File: src/rtl/vga_pkg.sv
// Shared VGA timing defaults, TinyVGA pin map and the colour-to-pin packing helper.
package vga_pkg;

    localparam int unsigned DEF_H_ACTIVE = 640;
    localparam int unsigned DEF_H_FRONT  = 16;
    localparam int unsigned DEF_H_SYNC   = 96;
    localparam int unsigned DEF_H_BACK   = 48;
    localparam int unsigned DEF_V_ACTIVE = 480;
    localparam int unsigned DEF_V_FRONT  = 10;
    localparam int unsigned DEF_V_SYNC   = 2;
    localparam int unsigned DEF_V_BACK   = 33;
    localparam int unsigned DEF_H_TOTAL  = DEF_H_ACTIVE + DEF_H_FRONT + DEF_H_SYNC + DEF_H_BACK;
    localparam int unsigned DEF_V_TOTAL  = DEF_V_ACTIVE + DEF_V_FRONT + DEF_V_SYNC + DEF_V_BACK;

    localparam int unsigned VGA_W = 8;
    localparam int unsigned RGB_W = 6;

    // TinyVGA PMOD bit positions
    localparam int unsigned VGA_HS = 7;
    localparam int unsigned VGA_B0 = 6;
    localparam int unsigned VGA_G0 = 5;
    localparam int unsigned VGA_R0 = 4;
    localparam int unsigned VGA_VS = 3;
    localparam int unsigned VGA_B1 = 2;
    localparam int unsigned VGA_G1 = 1;
    localparam int unsigned VGA_R1 = 0;

    // rgb_in = {R[1:0],G[1:0],B[1:0]}
    localparam int unsigned RGB_R_LSB = 4;
    localparam int unsigned RGB_G_LSB = 2;
    localparam int unsigned RGB_B_LSB = 0;

    function automatic logic [VGA_W-1:0] tinyvga_pack(input logic hs, input logic vs,
                                                      input logic [RGB_W-1:0] rgb);
        logic [VGA_W-1:0] p;
        p         = '0;
        p[VGA_HS] = hs;
        p[VGA_VS] = vs;
        p[VGA_R1] = rgb[RGB_R_LSB+1];
        p[VGA_R0] = rgb[RGB_R_LSB];
        p[VGA_G1] = rgb[RGB_G_LSB+1];
        p[VGA_G0] = rgb[RGB_G_LSB];
        p[VGA_B1] = rgb[RGB_B_LSB+1];
        p[VGA_B0] = rgb[RGB_B_LSB];
        return p;
    endfunction

endpackage

File: src/rtl/vga_timing_gen_if.sv
// Raster position/strobe bus to the graphics logic plus the colour return and pin output.
interface vga_timing_gen_if
    import vga_pkg::*;
#(
    parameter int unsigned CNT_W = 10
);
    logic [RGB_W-1:0] rgb_in;
    logic [CNT_W-1:0] hpos;
    logic [CNT_W-1:0] vpos;
    logic             display_on;
    logic             line_start;
    logic             frame_start;
    logic [VGA_W-1:0] vga_out;

    modport master (
        input  rgb_in,
        output hpos, vpos, display_on, line_start, frame_start, vga_out
    );

    modport slave (
        output rgb_in,
        input  hpos, vpos, display_on, line_start, frame_start, vga_out
    );
endinterface

File: src/rtl/vga_wrap_counter.sv
// Modulo-N up counter; wrap_c flags the increment that returns it to zero.
module vga_wrap_counter
    import vga_pkg::*;
#(
    parameter int unsigned N = DEF_H_TOTAL,
    parameter int unsigned W = 10
) (
    input  logic         clk,
    input  logic         rst_n,
    input  logic         inc,
    output logic [W-1:0] cnt,
    output logic         wrap_c
);
    localparam logic [W-1:0] LAST = W'(N - 1);

    assign wrap_c = inc && (cnt == LAST);

    always_ff @(posedge clk or negedge rst_n) begin
        if (!rst_n) begin
            cnt <= '0;
        end else if (wrap_c) begin
            cnt <= '0;
        end else if (inc) begin
            cnt <= cnt + W'(1);
        end
    end
endmodule

File: src/rtl/vga_timing_gen.sv
// VGA raster counters, status decodes and the registered TinyVGA pin stage.
module vga_timing_gen
    import vga_pkg::*;
#(
    parameter int unsigned H_ACTIVE = DEF_H_ACTIVE,
    parameter int unsigned H_FRONT  = DEF_H_FRONT,
    parameter int unsigned H_SYNC   = DEF_H_SYNC,
    parameter int unsigned H_BACK   = DEF_H_BACK,
    parameter int unsigned V_ACTIVE = DEF_V_ACTIVE,
    parameter int unsigned V_FRONT  = DEF_V_FRONT,
    parameter int unsigned V_SYNC   = DEF_V_SYNC,
    parameter int unsigned V_BACK   = DEF_V_BACK,
    parameter logic        SYNC_POL = 1'b0,
    parameter int unsigned CNT_W    = 10
) (
    input  logic             clk,
    input  logic             rst_n,
    input  logic             ena,
    vga_timing_gen_if.master vif
);
    localparam int unsigned H_TOTAL = H_ACTIVE + H_FRONT + H_SYNC + H_BACK;
    localparam int unsigned V_TOTAL = V_ACTIVE + V_FRONT + V_SYNC + V_BACK;

    localparam logic [CNT_W-1:0] H_VIS    = CNT_W'(H_ACTIVE);
    localparam logic [CNT_W-1:0] V_VIS    = CNT_W'(V_ACTIVE);
    localparam logic [CNT_W-1:0] HS_FIRST = CNT_W'(H_ACTIVE + H_FRONT);
    localparam logic [CNT_W-1:0] HS_LAST  = CNT_W'(H_ACTIVE + H_FRONT + H_SYNC - 1);
    localparam logic [CNT_W-1:0] VS_FIRST = CNT_W'(V_ACTIVE + V_FRONT);
    localparam logic [CNT_W-1:0] VS_LAST  = CNT_W'(V_ACTIVE + V_FRONT + V_SYNC - 1);

    localparam logic [VGA_W-1:0] VGA_IDLE = tinyvga_pack(~SYNC_POL, ~SYNC_POL, 6'b0);

    logic [CNT_W-1:0] h_cnt;
    logic [CNT_W-1:0] v_cnt;
    logic             h_wrap;
    logic             v_wrap_unused;
    logic             disp_c;
    logic             hsync_c;
    logic             vsync_c;
    logic [VGA_W-1:0] vga_next;
    logic [VGA_W-1:0] vga_q;

    vga_wrap_counter #(.N(H_TOTAL), .W(CNT_W)) u_h_cnt (
        .clk    (clk),
        .rst_n  (rst_n),
        .inc    (ena),
        .cnt    (h_cnt),
        .wrap_c (h_wrap)
    );

    // Vertical count only advances on the horizontal wrap cycle
    vga_wrap_counter #(.N(V_TOTAL), .W(CNT_W)) u_v_cnt (
        .clk    (clk),
        .rst_n  (rst_n),
        .inc    (ena && h_wrap),
        .cnt    (v_cnt),
        .wrap_c (v_wrap_unused)
    );

    // Raw counter-aligned syncs and next pin value; blanked colour and idle pins when paused
    always_comb begin
        disp_c   = (h_cnt < H_VIS) && (v_cnt < V_VIS);
        hsync_c  = ((h_cnt >= HS_FIRST) && (h_cnt <= HS_LAST)) ? SYNC_POL : ~SYNC_POL;
        vsync_c  = ((v_cnt >= VS_FIRST) && (v_cnt <= VS_LAST)) ? SYNC_POL : ~SYNC_POL;
        vga_next = VGA_IDLE;
        if (ena) begin
            vga_next = tinyvga_pack(hsync_c, vsync_c, disp_c ? vif.rgb_in : 6'b0);
        end
    end

    always_ff @(posedge clk or negedge rst_n) begin
        if (!rst_n) begin
            vga_q <= VGA_IDLE;
        end else begin
            vga_q <= vga_next;
        end
    end

    assign vif.hpos        = h_cnt;
    assign vif.vpos        = v_cnt;
    assign vif.display_on  = disp_c;
    assign vif.line_start  = (h_cnt == '0);
    assign vif.frame_start = (h_cnt == '0) && (v_cnt == '0);
    assign vif.vga_out     = vga_q;
endmodule

File: src/flat_wrapper.sv
// flat-port wrapper written by rule: the top's interface ports become plain ports
module vga_timing_gen_flat import vga_pkg::*;
#(
    parameter int unsigned H_ACTIVE = DEF_H_ACTIVE,
    parameter int unsigned H_FRONT  = DEF_H_FRONT,
    parameter int unsigned H_SYNC   = DEF_H_SYNC,
    parameter int unsigned H_BACK   = DEF_H_BACK,
    parameter int unsigned V_ACTIVE = DEF_V_ACTIVE,
    parameter int unsigned V_FRONT  = DEF_V_FRONT,
    parameter int unsigned V_SYNC   = DEF_V_SYNC,
    parameter int unsigned V_BACK   = DEF_V_BACK,
    parameter logic        SYNC_POL = 1'b0,
    parameter int unsigned CNT_W    = 10
)
  (clk, rst_n, ena, vif_rgb_in, vif_hpos, vif_vpos, vif_display_on, vif_line_start, vif_frame_start, vif_vga_out);
  vga_timing_gen_if #(.CNT_W(CNT_W)) vif_i ();
  input  logic clk;
  input  logic rst_n;
  input  logic ena;
  input wire logic [$bits(vif_i.rgb_in)-1:0] vif_rgb_in;
  output wire logic [$bits(vif_i.hpos)-1:0] vif_hpos;
  output wire logic [$bits(vif_i.vpos)-1:0] vif_vpos;
  output wire logic [$bits(vif_i.display_on)-1:0] vif_display_on;
  output wire logic [$bits(vif_i.line_start)-1:0] vif_line_start;
  output wire logic [$bits(vif_i.frame_start)-1:0] vif_frame_start;
  output wire logic [$bits(vif_i.vga_out)-1:0] vif_vga_out;
  assign vif_i.rgb_in = vif_rgb_in;
  assign vif_hpos = vif_i.hpos;
  assign vif_vpos = vif_i.vpos;
  assign vif_display_on = vif_i.display_on;
  assign vif_line_start = vif_i.line_start;
  assign vif_frame_start = vif_i.frame_start;
  assign vif_vga_out = vif_i.vga_out;
  vga_timing_gen #(.H_ACTIVE(H_ACTIVE), .H_FRONT(H_FRONT), .H_SYNC(H_SYNC), .H_BACK(H_BACK), .V_ACTIVE(V_ACTIVE), .V_FRONT(V_FRONT), .V_SYNC(V_SYNC), .V_BACK(V_BACK), .SYNC_POL(SYNC_POL), .CNT_W(CNT_W)) u_core (.clk(clk), .rst_n(rst_n), .ena(ena), .vif(vif_i));
endmodule
File: config.mk
export PLATFORM = sky130hd
export DESIGN_NAME = vga_timing_gen_flat
export DESIGN_NICKNAME = d
export VERILOG_FILES = /design/src/rtl/vga_pkg.sv /design/src/rtl/vga_timing_gen_if.sv /design/src/rtl/vga_wrap_counter.sv /design/src/rtl/vga_timing_gen.sv /design/src/flat_wrapper.sv
export SDC_FILE = /design/constraint.sdc
export NUM_CORES = 1
export LEC_CHECK = 0
export ABC_AREA = 1
export BUFFER_PORTS_ARGS = -buffer_cell sky130_fd_sc_hd__buf_2
export CAP_MARGIN = 20
export CORE_ASPECT_RATIO = 1.5
export CORE_MARGIN = 3
export CORE_UTILIZATION = 45
export CTS_BUF_LIST = sky130_fd_sc_hd__clkbuf_8
export DETAILED_ROUTE_END_ITERATION = 8
export PLACE_DENSITY_LB_ADDON = 0.12
export SETUP_SLACK_MARGIN = 0.4
export SLEW_MARGIN = 20
export SYNTH_ARGS = -nofsm -noshare
export SYNTH_HDL_FRONTEND = slang
export SYNTH_SLANG_ARGS = --single-unit
File: constraint.sdc
create_clock -name clk -period 1.65 [get_ports clk]
set_clock_uncertainty 0.05 [all_clocks]
set_input_delay 0.165 -clock clk [delete_from_list [all_inputs] [get_ports clk]]
set_output_delay 0.165 -clock clk [all_outputs]
set_load 0.01 [all_outputs]
==> results of run 1 <==
## area by class of cell
type,count,area (sq um)
clock inverters,1,30.03
repair buffers,65,467.9
flip-flops and latches,28,705.7
multi-input cells,138,824.5
well taps,40,50.05
clock buffers,3,41.29
fillers,271,978.4
inverters,40,155.1
## logic make-up after synthesis
group	after synthesis	synth area share
AO/OA/AOI/OAI	15	0.05200
XOR/XNOR	4	0.02240
adder cells (fa/ha/maj)	5	0.04000
buffers and inverters	42	0.1064
flip-flops	28	0.4496
AND/OR/NAND/NOR	114	0.3296
## per-stage QoR
stage	hold WS, ns	setup TNS [ns]	power [mW]
floorplan	-0.1806	0	1.584
global placement	0.1661	0	1.969
detailed placement	0.1585	0	1.985
CTS	0.03524	-0.1233	2.769
global route	0.02803	-1.505	3.108
finish	0.03803	-0.1690	2.900
## synthesized netlist by cell type
cell | n | share of area
nand4_1 | 7 | 0.028
dfrtp_1 | 26 | 0.42
nor4_1 | 1 | 0.0040
buf_2 | 1 | 0.0032
nand3_1 | 22 | 0.070
nor2_2 | 1 | 0.0040
nor2_4 | 2 | 0.014
dfstp_2 | 2 | 0.034
o21ai_0 | 10 | 0.032
nor3_1 | 7 | 0.022
nand2_1 | 38 | 0.091
buf_6 | 1 | 0.0072
xor2_1 | 4 | 0.022
and3_1 | 1 | 0.0040
nand3_2 | 1 | 0.0064
inv_2 | 2 | 0.0048
nand2_2 | 2 | 0.0080
nor2_1 | 32 | 0.077
ha_1 | 5 | 0.040
a21oi_1 | 3 | 0.0096
a211oi_1 | 1 | 0.0048
inv_1 | 38 | 0.091
o2111ai_1 | 1 | 0.0056
## timing repair
action                                  CTS  global route
pin swaps                                13             5
endpoints found under the hold margin    26             0
hold buffers                              1             0
gates cloned                              1             0
resized for setup                        40            15
buffers inserted                         13             5
endpoints found under the setup margin   28            32
## power by group through the flow
stage | logic, mW | clock network [mW] | registers (mW)
after CTS | 1.24 | 0.545 | 0.988
after detailed placement | 0.985 | 0 | 1.00
after floorplan | 0.512 | 0 | 1.07
after global routing | 1.50 | 0.577 | 1.03
after global placement | 0.972 | 0 | 0.997
final | 1.37 | 0.535 | 0.997
## placed cells by master (no fill, tap or decap), drive strengths merged, types with 4 or more instances in the layout
cell type | netlist | final
dfrtp | 26 | 26
nor3 | 7 | 7
nand4 | 7 | 7
buf | 2 | 64
nor2 | 35 | 35
xor2 | 4 | 4
ha | 5 | 5
nand3 | 23 | 23
o21ai | 10 | 10
nand2 | 40 | 40
inv | 40 | 40
## routing by layer
metal  GRT usage  vias up  part of all wire
met5           0        -                 0
met4     0.09476        0             0.019
met3     0.02277        8             0.034
met2      0.3861       45              0.56
met1      0.2527      760              0.39
li1            -      792                 -
## sequential cells by signal, summed over array words and instances, names as in the netlist
signal,flops
u_core.u_h_cnt.cnt,10
u_core.u_v_cnt.cnt,10
u_core.vif.vga_out,8
## worst max-delay path, stage by stage, from the launching register on
cell and delay, ns:
dfrtp_1 0.41, inv_1 0.09, ha_1 0.16, nand4_1 0.18
nor4_4 0.23, buf_2 0.16
## worst paths after layout
check / slack [ns] / depth (start not counted) / end / start
worst max-delay path: -0.08 / 5 / vif_frame_start / u_core.u_v_cnt.cnt[1]
worst min-delay path: 0.04 / 3 / u_core.vif.vga_out[4] / vif_rgb_in[4]
worst max register to register: -0.02 / 10 / u_core.u_v_cnt.cnt[9] / u_core.u_h_cnt.cnt[1]
worst min register to register: 0.52 / 2 / u_core.u_v_cnt.cnt[8] / u_core.u_v_cnt.cnt[8]
max in group asynchronous: 0.74 / 2 / u_core.u_v_cnt.cnt[2] / rst_n
min in group asynchronous: 0.38 / 2 / u_core.u_v_cnt.cnt[7] / rst_n
==> summary by stage, run 1 <==
Final layout
The area added between synthesis and finish is 45.44%. The net count of the finished layout is 290. The final standard cell utilization of the core is 0.6992. The count of non-filler cells in the finished layout is 315. Once layout is done, the placed cells without fillers occupy 2275 sq um. The fraction of final layout cells sized beyond drive strength 1 is 0.4218.

The final antenna diode count is 0.

Clocking
The number of H-tree levels is 1. The number of buffers between clock root and the deepest sink is 2. The CTS buffer count is 3. Clock tree synthesis found a total of 28 sinks.

The master cell of the clock root buffer is clkbuf_8. TritonCTS built the clock tree. The clock slew at the register clock pins of the worst setup and hold paths is 0.09 ns. The clock network latency to the later pin of the worst-skew pair is 0.27 ns.

Floorplan
The initial core utilization is 0.4808. 40 I/O pins were placed. The total die area is 4234 sq um.

The core outline area is 3253 sq um. The die outline height is 78.21 microns. The count of standard-cell rows is 25. The die width is 54.14 microns.

Global routing
The first global-routing pass estimated 7010 microns of wire. The final global-route overflow total is 0. The initial antenna violation count is 0.

The largest net degree at the start of global routing is 29. In the global route stage, overall resource usage came out at 0.2187. The via count of the first global-routing pass is 1585.

Flow run
Across the run, the number of max-cap violations was 0.

Yosys
The number of nets produced by synthesis is 222. In this run the cell area of the synthesized design comes to 1564 sq um. The number of library cell types mapped by synthesis is 23.

Averaged over all synthesized cells, the footprint is 7.519 sq um. In this run, synthesis produced a sequential element count of 28. For this run, the number of Yosys warnings is 0. The number of standard cells after synthesis is 208. Of the synthesized area, sequential elements account for 0.4496.

Power
The maximum VDD drop is 0.0009545 V. The cell area power density is 1275 nW/um^2. The switching component of the power is 1.154 mW. The internal power consumption is 1.746 mW.

The part of the total power dissipated in sequential elements is 0.344. The share of total power dissipated in combinational logic is 0.472. In this run the static leakage power is 1.195 nW.

The clock network fraction of total power is 0.184. The switching power as a share of total power is 0.3978.

Timing
The final critical-path setup slack is -0.07555 ns. Setup repair after global routing could not meet its margin everywhere. The count of pins over their slew limit is 0.

Subtracting the final worst setup slack from the clock period gives 1.726 ns. Timing would allow up to 0.5795 GHz. The setup violation total in the final timing report is 4. The final number of hold-violating endpoints is 0. The fraction of the cycle the final worst path needs is 1.046. The slew at the pin with the worst max-slew slack is 0.6095 ns.

The worst pin sits at a relative slew slack of 0.5937.

Setup path
The required arrival time at the worst endpoint is 1.43 ns. Data arrives at the worst endpoint at 1.51 ns. The category of the critical setup timing path is reg -> out.

STA classifies the critical path endpoint as an output pin. The worst setup path is launched from a flip-flop. Of all nets on the critical path, the largest fanout is 2.

Placed design
The setup slack at placement is 0.02546 ns. The placed instance count is 291. The instance area after placement is 1871 sq um. The final estimated routing congestion in global placement is 0.9367. The count of buffers added on input and output ports is 39. Detailed placement ended at an HPWL of 2974 microns.

Routing
In the routed layout, each cell is associated on average with a via count of 5.095. The first detailed-routing pass took 4 iterations. Wires add up to 4316 microns. The average routed wire per standard cell is 13.70 microns. In the routed design, unresolved DRC markers number 0. The detail route stage leaves a number of antenna-violating nets equal to 0.

The number of vias in the routed layout is 1605. For this block, the initial DRC count from the detailed router was 35.

Run status
The final reports fail on negative setup slack. The run finished, with violations left.

Hold path
The min-delay analysis places its worst path in the category in -> reg.
Note: power is estimated with default switching activity, not from simulation.
==> inputs of run 2 (changes only) <==
Settings changed: ABC_AREA 1 to default.
==> run 2 against run 1 <==
The flow still finishes with violations (negative setup slack). Die area is 13% lower. Total power is 24% lower. Largest cell class unchanged. Critical path depth is 2 higher. Sequential share of layout area is 0.15 points higher.
==> summary by stage, run 2 <==
Setup path
The cell with the largest stage delay on the worst path is or4b_4. Of all nets on the critical path, the largest fanout is 5. The required arrival time at the worst endpoint is 1.76 ns. The category of the critical setup timing path is reg -> reg. The critical path startpoint category is a flip-flop.

The arrival time of data at the critical path endpoint is 2.19 ns. The critical path's top delay family is simple AND/OR/NAND/NOR gates. Together, buffers and inverters on the worst path number 3. STA classifies the critical path endpoint as a flip-flop. Traced cell by cell, the critical path runs through or4b_4, buf_4, buf_6, nor3_4, buf_6, nand4_1, xnor2_1. The most used cell along the critical path is buf_6. The maximum single-stage delay on the critical path is 0.54 ns.

Timing
The achievable frequency is 0.4821 GHz. Setup repair after global routing could not meet its margin everywhere. At the pin with the least slew margin, the transition time is 0.6636 ns. The relative slew slack is 0.5576.

Summed over all failing endpoints, the final setup total negative slack is -5.940 ns. In the finished design, the share of the clock period the worst path needs comes to 1.257. The setup violation total in the final timing report is 18. The post-layout minimum cycle time is 2.074 ns. Across all setup checks in the final design, the least slack found is -0.4244 ns.

The final number of hold-violating endpoints is 0. The count of pins over their slew limit was 0.

Yosys
The synthesized area divided by synthesized cell count is 10.46 sq um. In the synthesized netlist the dominant register cell turns out to be dfrtp_1. The share of synthesized registers carrying an async set or reset is 1.000. By instance count, the leading cell after synthesis is dfrtp_1. The mapped netlist covers 1349 sq um. The number of library cell types mapped by synthesis is 32. dfrtp_1 takes more of the synthesized area than any other cell.

By count the netlist is led by 26 x dfrtp_1, 11 x nand2_1, 10 x and3_1. Ranked by total cell area, the synthesized netlist is headed by dfrtp_1 48%, and3_1 4.6%, ha_1 4.6%. The number of standard cells after synthesis is 129. The number of nets produced by synthesis is 143. The share of the Yosys chip area taken by registers is 0.5213.

The synthesized flop and latch total is 28. The Yosys warning count is 0. The synthesized design contains 0 enable-type register cells. The share of the synthesized area in the top cell type is 0.4824.

Clocking
For the worst-skew pair, the clock arrives at the later sink with an insertion delay of 0.28 ns. The clock tree from TritonCTS is yes. The root buffer cell chosen for the clock tree is clkbuf_8. The number of buffers between clock root and the deepest sink is 2. In this run the number of H-tree levels came out at 1. Clock tree synthesis found a total of 28 sinks. The clock slew at the register clock pins of the worst setup and hold paths is 0.11 ns. The CTS buffer count is 3.

Floorplan
The count of pins on the block boundary is 40. The die outline height is 73.05 microns. In this run the horizontal extent of the chip is 50.70 microns. The initial core utilization is 0.4882. The count of standard-cell rows is 23. The total die area is 3704 sq um. The core outline area is 2763 sq um.

Global routing
The largest net degree at the start of global routing is 29. The via count of the first global-routing pass is 1453. The initial antenna violation count is 0. The total track usage is 0.2435. The global-route wire length before repair is 6775 microns. The final global-route overflow total is 0.

Placed design
Summed over all nets, the half-perimeter wirelength after detailed placement is 2523 microns. The final estimated routing congestion in global placement is 0.8530. After detailed placement, the design holds a cell count of 230.

The count of input and output buffers is 39.

Power
For this design the static power due to leakage is 1.132 nW. IR analysis of the VDD net gives a maximum drop of 0.001127 V. The cell area power density is 974.1 nW/um^2.

Final layout
The layout has 174 filler cells. The count of non-filler cells in the finished layout is 256. The final antenna diode count is 0. In the final layout, the share of cells above drive strength 1 is 0.5982. For this run, the post-layout net count is 234. The top cell types in the final layout, fill and taps aside, are 38 x buf_2, 32 x buf_4, 21 x dfrtp_1, 17 x buf_6, 10 x nand2_1. From synthesis to final layout, the design area changed by 68.74%. The library cell used most frequently in the layout, excluding fill and tap cells, is buf_2.

Routing
The detailed-routing iteration count for the pre-antenna-repair pass is 4. The vias per cell is 5.645. The count of routing violations after the opening detailed-route iteration is 43. For this block, the via count after detailed routing is 1445. The number of nets with antenna violations after detailed routing is 0.

The average routed wire per standard cell is 18.61 microns. The overall routed net length is 4763 microns. After detailed routing, the number of remaining DRC violations is 0.

Run status
The flow ran to the end, but the final reports show violations. The checks that failed: negative setup slack.

Flow run
The tool flagged a number of max-cap violations equal to 0.

Hold path
The tightest min-delay check is of the in -> reg type.
[run 2: changes by cell type after synthesis, moves of 7 or more]
cell and delta:
nor2_1 -25, nand3_1 -13, inv_1 -32, and3_1 +9, nand2_1 -27, xnor2_1 +7
[run 2: per-layer routing]
metal / wire length (microns) / share of wire / global-route usage
met5: 0 / 0 / 0
met4: 182 / 0.038 / 0.1407
met3: 256 / 0.054 / 0.03681
met2: 2663 / 0.56 / 0.4535
met1: 1660 / 0.35 / 0.2526
[run 2: what timing repair did]
item                                    CTS  global route
endpoints found under the setup margin   27            32
hold endpoints to repair                 26             0
hold buffers                              1             0
buffers inserted                         18             3
pin swaps                                 5            14
gates resized for setup                  37            16
[run 2: through the flow]
stage / power (mW) / setup WS (ns) / cell area [sq um] / hold WS (ns) / util
detailed placement: 1.423 / -0.3336 / 1819 / 0.1696 / 0.6585
floorplan: 1.107 / -0.3832 / 1384 / -0.1806 / -
finish: 2.217 / -0.4244 / 2276 / 0.09717 / 0.8238
global route: 2.321 / -0.4812 / 2276 / 0.09155 / 0.8238
CTS: 2.108 / -0.3635 / 2187 / 0.09222 / 0.7917
global placement: 1.410 / -0.3043 / 1819 / 0.1562 / 0.6585
[run 2: logic make-up (layout without fill, tap and decap cells)]
group                    Yosys count  after routing  share of synthesized area
AND/OR/NAND/NOR                   61             61                     0.2579
multiplexers                       2              2                    0.01484
XOR/XNOR                          10             10                    0.06494
AO/OA/AOI/OAI                     15             15                    0.07143
adder cells (fa/ha/maj)            5              5                    0.04638
buffers and inverters              8             98                    0.02318
flip-flops                        28             28                     0.5213
[run 2: area by class of cell]
class,count,area (sq um),share of cell area
Multi-Input combinational cell,93,794.5,0.3491
Sequential cell,28,709.4,0.3117
Timing Repair Buffer,88,631.9,0.2776
Tap cell,37,46.29,0.02034
Clock buffer,3,41.29,0.01814
Clock inverter,1,30.03,0.01319
Inverter,6,22.52,0.009896
[run 2: power by group]
part           internal (mW)  switching [mW]  total, mW
sequential             0.766          0.0514      0.818
clock                  0.325           0.225      0.550
combinational          0.462           0.388      0.849
[run 2: path summary, 6_finish.rpt]
path / slack [ns] / to / cells past startpoint / startpoint
worst min-delay path: 0.1 / u_core.vif.vga_out[0] / 2 / vif_rgb_in[5]
max in group asynchronous: 0.68 / u_core.u_h_cnt.cnt[8] / 2 / rst_n
worst max register to register: -0.42 / u_core.u_v_cnt.cnt[6] / 7 / u_core.u_h_cnt.cnt[7]
worst max-delay path: -0.42 / u_core.u_v_cnt.cnt[6] / 7 / u_core.u_h_cnt.cnt[7]
worst min register to register: 0.50 / u_core.u_v_cnt.cnt[7] / 1 / u_core.u_v_cnt.cnt[7]
min in group asynchronous: 0.40 / u_core.u_h_cnt.cnt[0] / 2 / rst_n
[run 2: worst register-to-register path: stages (launching register included)]
cell and delay, ns:
dfrtp_2 0.42, or4b_4 0.54, buf_4 0.15, buf_6 0.12
nor3_4 0.24, buf_6 0.16, nand4_1 0.13, xnor2_1 0.16
